[config.mk]
export PLATFORM = sky130hd
export DESIGN_NAME = dotprod_accum
export DESIGN_NICKNAME = d
export VERILOG_FILES = /design/src/rtl/dotprod_accum.sv
export SDC_FILE = /design/constraint.sdc
export NUM_CORES = 1
export LEC_CHECK = 0
export BUFFER_PORTS_ARGS = -buffer_cell sky130_fd_sc_hd__buf_4
export CAP_MARGIN = 20
export CORE_ASPECT_RATIO = 1.2
export CORE_MARGIN = 2
export CORE_UTILIZATION = 55
export DETAILED_ROUTE_END_ITERATION = 10
export PLACE_DENSITY = 0.77
export SYNTH_ARGS = -nofsm -noshare
export SYNTH_HDL_FRONTEND = slang
export SYNTH_SLANG_ARGS = --single-unit
[constraint.sdc]
create_clock -name CLK -period 4.7 [get_ports CLK]
set_clock_uncertainty 0.05 [all_clocks]
set_input_delay 0 -clock CLK [delete_from_list [all_inputs] [get_ports CLK]]
set_output_delay 0 -clock CLK [all_outputs]
set_load 0.005 [all_outputs]
[src/rtl/dotprod_accum.sv]
// dotprod_accum: accumulation stage behind the pipelined multiplier.
// Tags (valid/last) travel alongside the multiplier so each PROD is matched
// with its issue. Successive products are summed into a dot product, and the
// finished result is presented on a valid/ready port.
// Optional feature: define DOTPROD_ACCUM_SAT_EN to clamp the sum at all-ones
// on overflow. Without it the sum wraps modulo 2^AW; OUT_OVF reports overflow
// in both builds.
module dotprod_accum #(
  parameter int P   = 12,
  parameter int AW  = 16,
  parameter int LAT = 2,
  parameter int CW  = 8
) (
  input  logic          CLK,
  input  logic          NRESET,
  input  logic          IN_VALID,
  input  logic          IN_LAST,
  output logic          IN_READY,
  input  logic [P-1:0]  PROD,
  output logic          OUT_VALID,
  input  logic          OUT_READY,
  output logic [AW-1:0] OUT_DATA,
  output logic [CW-1:0] OUT_TERMS,
  output logic          OUT_OVF
);

  typedef enum logic {IDLE, RUN} state_t;

  state_t        state_q, state_d;
  logic [LAT-1:0] tag_v, tag_l;
  logic          issue;
  logic          t_v, t_l;
  logic [AW-1:0] acc_q, acc_d;
  logic [CW-1:0] cnt_q, cnt_d;
  logic          ovf_q, ovf_d;
  logic          emit;
  logic [AW-1:0] prod_ext;
  logic [AW:0]   sum;

  // An accepted term is only one issued while the port was ready.
  assign issue    = IN_VALID & IN_READY;
  assign t_v      = tag_v[LAT-1];
  assign t_l      = tag_l[LAT-1];
  assign prod_ext = AW'(PROD);
  assign sum      = {1'b0, acc_q} + {1'b0, prod_ext};

  // The multiplier cannot stall, so issue is held off while the result port
  // is blocked or while a vector's last term is still in flight.
  assign IN_READY = !(OUT_VALID & !OUT_READY) & !(|tag_l);

  // Tag delay line: tags age one stage per edge so the oldest matches PROD.
  always_ff @(posedge CLK or negedge NRESET) begin
    if (!NRESET) begin
      tag_v <= '0;
      tag_l <= '0;
    end else begin
      tag_v[0] <= issue;
      tag_l[0] <= issue & IN_LAST;
      for (int i = 1; i < LAT; i++) begin
        tag_v[i] <= tag_v[i-1];
        tag_l[i] <= tag_l[i-1];
      end
    end
  end

  // FSM state register.
  always_ff @(posedge CLK or negedge NRESET) begin
    if (!NRESET) state_q <= IDLE;
    else         state_q <= state_d;
  end

  // Next-state and accumulator update, driven by the aligned tag.
  always_comb begin
    state_d = state_q;
    acc_d   = acc_q;
    cnt_d   = cnt_q;
    ovf_d   = ovf_q;
    emit    = 1'b0;
    case (state_q)
      IDLE: begin
        if (t_v) begin
          acc_d   = prod_ext;
          cnt_d   = CW'(1);
          ovf_d   = 1'b0;
          emit    = t_l;
          state_d = t_l ? IDLE : RUN;
        end
      end
      RUN: begin
        if (t_v) begin
          ovf_d = ovf_q | sum[AW];
`ifdef DOTPROD_ACCUM_SAT_EN
          acc_d = (ovf_q | sum[AW]) ? {AW{1'b1}} : sum[AW-1:0];
`else
          acc_d = sum[AW-1:0];
`endif
          cnt_d = (&cnt_q) ? cnt_q : cnt_q + CW'(1);
          if (t_l) begin
            emit    = 1'b1;
            state_d = IDLE;
          end
        end
      end
      default: state_d = IDLE;
    endcase
  end

  // Running sum, term count and overflow flag for the vector in progress.
  always_ff @(posedge CLK or negedge NRESET) begin
    if (!NRESET) begin
      acc_q <= '0;
      cnt_q <= '0;
      ovf_q <= 1'b0;
    end else begin
      acc_q <= acc_d;
      cnt_q <= cnt_d;
      ovf_q <= ovf_d;
    end
  end

  // Result port: a new emit always wins, otherwise a handshake frees it.
  always_ff @(posedge CLK or negedge NRESET) begin
    if (!NRESET) begin
      OUT_VALID <= 1'b0;
      OUT_DATA  <= '0;
      OUT_TERMS <= '0;
      OUT_OVF   <= 1'b0;
    end else if (emit) begin
      OUT_VALID <= 1'b1;
      OUT_DATA  <= acc_d;
      OUT_TERMS <= cnt_d;
      OUT_OVF   <= ovf_d;
    end else if (OUT_VALID & OUT_READY) begin
      OUT_VALID <= 1'b0;
    end
  end

endmodule

==> results of run 1 <==
-- worst min-delay path, cell delays in order --
cell	delay [ns]
buf_4	0.09
mux2i_1	0.07
a21oi_1	0.16
-- area by class of cell --
type | instances | area (um^2) | share of cell area, %
flip-flops and latches | 56 | 1400 | 39.1
repair buffers | 57 | 465 | 13.0
clock inverters | 3 | 18.8 | 0.524
inverters | 10 | 37.5 | 1.05
well taps | 62 | 77.6 | 2.16
clock buffers | 5 | 68.8 | 1.92
multi-input cells | 231 | 1520 | 42.3
-- cells in the final DEF, fill, tap and decap left out, drive strengths merged, types with 2 or more instances in the layout --
cell type	Yosys	routed
inv	10	10
a21oi	27	27
buf	4	45
xnor2	12	12
dlygate4sd3	0	12
nand3	6	6
and3	8	8
clkbuf	10	5
mux2i	6	6
nor2	21	21
a31oi	9	9
a211o	2	2
nor3	4	4
o221ai	5	5
ha	13	13
a21o	6	6
a221o	2	2
o21ai	29	29
o211ai	3	3
dfrtp	56	56
a211oi	2	2
o21bai	2	2
a2bb2oi	2	2
clkinv	0	3
nor2b	3	3
mux2	2	2
o211a	3	3
xor2	2	2
o31ai	4	4
nand2	46	46
and2	3	3
-- cell families after synthesis --
| logic type | synth area share [%] |
|---|---|
| AND/OR/NAND/NOR | 14.2 |
| multiplexers | 2.74 |
| flip-flops | 46.6 |
| adder cells (fa/ha/maj) | 6.07 |
| AO/OA/AOI/OAI | 23.2 |
| buffers and inverters | 3.12 |
| XOR/XNOR | 4.07 |
-- through the flow --
stage          utilization (%)  hold slack (ns)
6_report                  67.7         0.000204
5_1_grt                   67.7           0.0133
4_1_cts                   67.4        0.0000102
3_5_place_dp              63.5           0.0508
3_3_place_gp              63.5           0.0434
2_1_floorplan                -           -0.346
-- per-layer routing --
metal	up-vias	track usage, %	wire length, um
li1	1211	-	-
met1	1181	28.1	2840
met2	56	37.4	3210
met3	4	3.09	221
met4	0	7.20	38
met5	-	0	0
-- report_power, final --
group | total, mW | leakage, nW | internal, mW | switching [mW]
clock | 0.261 | 0.0479 | 0.104 | 0.156
sequential | 0.807 | 0.676 | 0.664 | 0.143
combinational | 1.01 | 1.00 | 0.502 | 0.508
total | 2.08 | 1.72 | 1.27 | 0.807
-- state kept, by name, summed over array words and instances, names as in the netlist, named ones only --
name       count
OUT_DATA      16
acc_q         16
OUT_TERMS      8
cnt_q          8
tag_l          2
tag_v          2
OUT_OVF        1
OUT_VALID      1
ovf_q          1
-- path summary, 6_finish.rpt --
path                               end     start  cells after the start
min in group asynchronous  OUT_DATA[7]    NRESET                      2
max in group asynchronous     cnt_q[1]    NRESET                      2
max                          acc_q[14]  acc_q[0]                      8
min                           acc_q[0]   PROD[0]                      3
min reg2reg                   tag_v[1]  tag_v[0]                      0
max reg2reg                  acc_q[14]  acc_q[0]                      8
-- what timing repair did --
action | CTS | global route
hold endpoints to repair | 71 | 0
setup endpoints to repair | 0 | 0
hold buffers | 12 | 0
==> metrics.txt, run 1 <==
status finished clean; Clock Path Buffers 2; Setup crit start kind register; Die H approximately 85 um; crit end category register; vias approximately 2.5k; slowest stage delay, CP around 0.44 ns; cell taking the most area after synthesis dfrtp_1; peak supply drop ~0.00027 V; Congestion Overflow GR 0; final setup vio count 0; CTS tree yes; Clock Pin Slew Worst Setup and Hold Paths about 0.10 ns; initial antenna violation count 0; Clk Latency, worst-skew pair approximately 0.30 ns; post-synth cell types between 40 and 50; router iterations before antenna repair 4; Initial DRC Count around 180; total number of yosys warnings 0; largest net degree at the start of global routing 57; Commonest cells post-synth dfrtp_1 (56), nand2_1 (46), a21oi_1 (25), o21ai_0 (25), nor2_1 (21); CTS root buf clkbuf_8; fin area ~0.0036 mm^2; crit path max fanout 8; Fmax ~400 MHz; CP required around 4.9 ns; Starting Density 56.8%; Placement Cell Area between 0.003 and 0.004 mm^2; sequential share of the synthesized area a little under half; CP max-delay cell fa_1; Worst EP arrival ~2.6 ns; RSZ-0062 raised after global routing no; placed instance count around 400; Final Routed Wirelength ~6.3 mm; Post-synth EDFFs 0; DP Wirelength between 4 and 5 mm; cell count after synthesis 311; Final TNS setup 0 ns; PwrDens 580 mW/mm^2; Setup CP Type reg -> reg; Non-Filler Instances between 400 and 500; Post-DRT Antenna Nets 0; FP Rows 29; Top FF cell, synth dfrtp_1; syn nets around 340; total core area between 0.005 and 0.006 mm^2; maxcap violations 0; CP Cell Sequence ha_1, fa_1, a21oi_2, o211ai_2, o211a_1, a211o_4, nor4b_1, a211o_1; final worst slack around 2.2 ns; Slew HR between 40% and 50%; Die W just over 70 um; gp weighted congestion 0.842; Area contributors post-synth dfrtp_1 (47%), nand2_1 (5.7%), ha_1 (5.4%), a21oi_1 (4.2%), o21ai_0 (4.2%); Worst-Margin Slew between 0.8 and 0.9 ns; area delta synth->final 19.1%; vias in the first global route about 2.4k; Filler Cells Inserted 427; Synth top area share a little under half; Total Power 2.08 mW; synthesized area between 0.003 and 0.004 mm^2; DP Worst Slack 2.23 ns; die footprint ~0.0061 mm^2; wire per inst between 10 and 15 um; most frequent cell after synthesis dfrtp_1; total track usage a little over a fifth; Setup Buffers After CTS 0; Num Clock Sinks between 50 and 60; final hold violation count 0; Post-synth ARST share 100%; NumNets Final ~400; Tmin final around 2.5 ns; Buf/Inv on CP 0; leakage between 1.5 and 2 nW; FF-to-FF setup slack about 2.2 ns; CTS resizes 0; max-slew violation count 0; PortBufs 43; layout cell share with drive strength beyond 1 around a fifth; io pins 44; diode count 0; worst min path class in -> reg; family with the most delay on the worst path compound AO/OA/AOI/OAI gates; routed vias/inst between 5 and 6; first-pass GRT wire length about 11 mm; syn_area_per_cell 9.68 um^2; # DRC 0; clock buffer count from CTS 5; H-Tree Depth 2; Final period util ~53%; synthesized flop and latch total 56
Power figures use the tool's default switching activity.
==> run 2, diff against run 1 <==
Clock period 4.7 ns to 2.6 ns, I/O delays scaled along.
==> run 2 against run 1 <==
  * Critical path depth is the same
  * Global-route usage up 0.64 points
  * Wire length up 0.32%
  * Count of clock-buffer cells in the layout is 1 higher
  * Via count about the same
  * Non-clock buffer count rose by 6
  * Design area grew 1.5%
  * Power increased by 83%
  * Utilization increased by 1.0 points
  * Clock power grew 95%
==> metrics.txt, run 2 (same netlist as run 1, synthesis figures left out) <==
status finished clean; routed vias/inst 5.70 (-1.5%); WHS Path Cells 3 (unchanged); Clk Latency, worst-skew pair 0.31 ns (about the same); CP max-delay cell fa_1; Clock Pin Slew Worst Setup and Hold Paths 0.10 ns (about the same); Initial DRC Count 129 (-28%); Int Pwr 2.33 mW (+84%); Setup crit start kind register; diode count 0 (unchanged); Fmax 400 MHz (-0.51%); Final Routed Wirelength 6.33 mm (+0.32%); H-Tree Depth 2 (unchanged); Hold Worst Slack 0.0365 ns (+0.0363 ns); area delta synth->final 20.9%; NumNets Final 398 (+1.5%); Tmin final 2.50 ns (+0.0127 ns); max-slew violation count 0 (unchanged); router iterations before antenna repair 4 (unchanged); Die H 85.0 um (unchanged); final core utilization 68.7% (+1.0 points); vias in the first global route 2418 (+1.7%); gp weighted congestion 0.845 (+0.45%); DP Worst Slack 0.119 ns (-2.12 ns); CTS tree yes; Num Clock Sinks 56 (unchanged); largest net degree at the start of global routing 57 (unchanged); Clock Path Buffers 2 (unchanged); Slew HR 53.3% (+8.5 points); FP Rows 29 (unchanged); first-pass GRT wire length 10.9 mm (+1.5%); clock network power share 13.4% (+0.9 points); crit end category register; DP Wirelength 4.35 mm (+1.1%); sequential share of power 38.2% (-0.6 points); total track usage 22.4% (+0.64 points); Total Power 3.80 mW (+83%); crit path max fanout 8 (unchanged); Logic pwr share 48.4% (-0.2 points); CP Cell Sequence ha_1, fa_1, a21oi_2, o211ai_2, o211a_1, a211o_4, nor4b_1, a211o_1; clock buffer count from CTS 5 (unchanged); final hold violation count 0 (unchanged); layout cell share with drive strength beyond 1 20.1% (+0.50 points); total core area 0.00530 mm^2 (unchanged); Final TNS setup 0 ns (unchanged); slowest stage delay, CP 0.45 ns (about the same); io pins 44 (unchanged); Congestion Overflow GR 0 (unchanged); Post-DRT Antenna Nets 0 (unchanged); maxcap violations 0 (unchanged); CP required 2.76 ns (-2.09 ns); Starting Density 56.8% (unchanged); CTS resizes 0 (unchanged); Die W 71.5 um (unchanged); PwrDens 1040 mW/mm^2 (+80%); vias 2450 (-0.082%); Final period util 96.2% (+43 points); worst reg2reg path depth 8 (unchanged); leakage 1.74 nW (+1.1%); Setup CP Type reg -> reg; commonest non-fill, non-tap cell in the layout dfrtp_1; Worst-Margin Slew 0.701 ns (-0.128 ns); NetSw 1.47 mW (+81%); Largest regs OUT_DATA: 16 flops, acc_q: 16 flops; commonest cells after routing, fill and taps aside dfrtp_1 (56), buf_4 (48), nand2_1 (46); sw frac 38.6% (-0.27 points); Worst EP arrival 2.66 ns (+0.02 ns); die footprint 0.00608 mm^2 (unchanged); final worst slack 0.0980 ns (-2.11 ns); PortBufs 43 (unchanged); Setup Buffers After CTS 0 (unchanged); initial antenna violation count 0 (unchanged); Hold-fix buffers, CTS 15 (+3); worst min path class in -> reg; wire per inst 14.7 um (-1.1%); peak supply drop 0.000557 V (+100%); RSZ-0062 raised after global routing no; CTS root buf clkbuf_8; # DRC 0 (unchanged); final setup vio count 0 (unchanged)
run 2: cell count changes in the layout (fill, tap and decap cells not counted):
cell           delta
buf_8             -1
clkinvlp_4        +2
buf_4             +4
clkinv_4          -1
clkbuf_8          +1
clkinv_2          -2
dlygate4sd3_1     +3
run 2: per-layer routing:
metal / wire length (um) / global-route usage, % / vias up
met4: 30 / 7.89 / 0
met2: 3180 / 37.8 / 50
met5: 0 / 0 / -
li1: - / - / 1223
met3: 292 / 4.99 / 2
met1: 2830 / 28.2 / 1175
run 2: area by class of cell:
class                   instances  area (um^2)
fillers                       432         1660
multi-input cells             231         1520
flip-flops and latches         56         1400
repair buffers                 63          510
clock buffers                   6         82.6
well taps                      62         77.6
inverters                      10         37.5
clock inverters                 2         15.0
run 2: worst max-delay path: cells and delay by family (launching register included):
kind | cells | cell delay, ns
AND/OR/NAND/NOR | 1 | 0.16
adder cells (fa/ha/maj) | 2 | 0.69
flip-flops | 1 | 0.40
AO/OA/AOI/OAI | 5 | 1.11
run 2: path summary, 6_finish.rpt:
| check | startpoint | end | slack (ns) |
|---|---|---|---|
| hold / removal | PROD[1] | acc_q[1] | 0.04 |
| setup reg to reg | acc_q[0] | acc_q[14] | 0.1 |
| hold reg to reg | tag_v[0] | tag_v[1] | 0.31 |
| min in group asynchronous | NRESET | OUT_DATA[7] | 0.22 |
| max in group asynchronous | NRESET | OUT_TERMS[3] | 1.81 |
| setup / recovery | acc_q[0] | acc_q[14] | 0.1 |
run 2: power groups by stage:
stage | Sequential, mW | Combinational, mW | Clock, mW
floorplan | 1.42 | 1.31 | 0
global placement | 1.45 | 1.78 | 0
detailed placement | 1.47 | 1.82 | 0
CTS | 1.45 | 1.85 | 0.527
global route | 1.50 | 2.07 | 0.546
finish | 1.45 | 1.84 | 0.510
run 2: stage by stage:
step                      instance area (um^2)  std cells
final                                     3640        430
after global routing                      3640        430
after global placement                    3390        407
after floorplan                           3010        311
after detailed placement                  3390        407
after CTS                                 3640        430
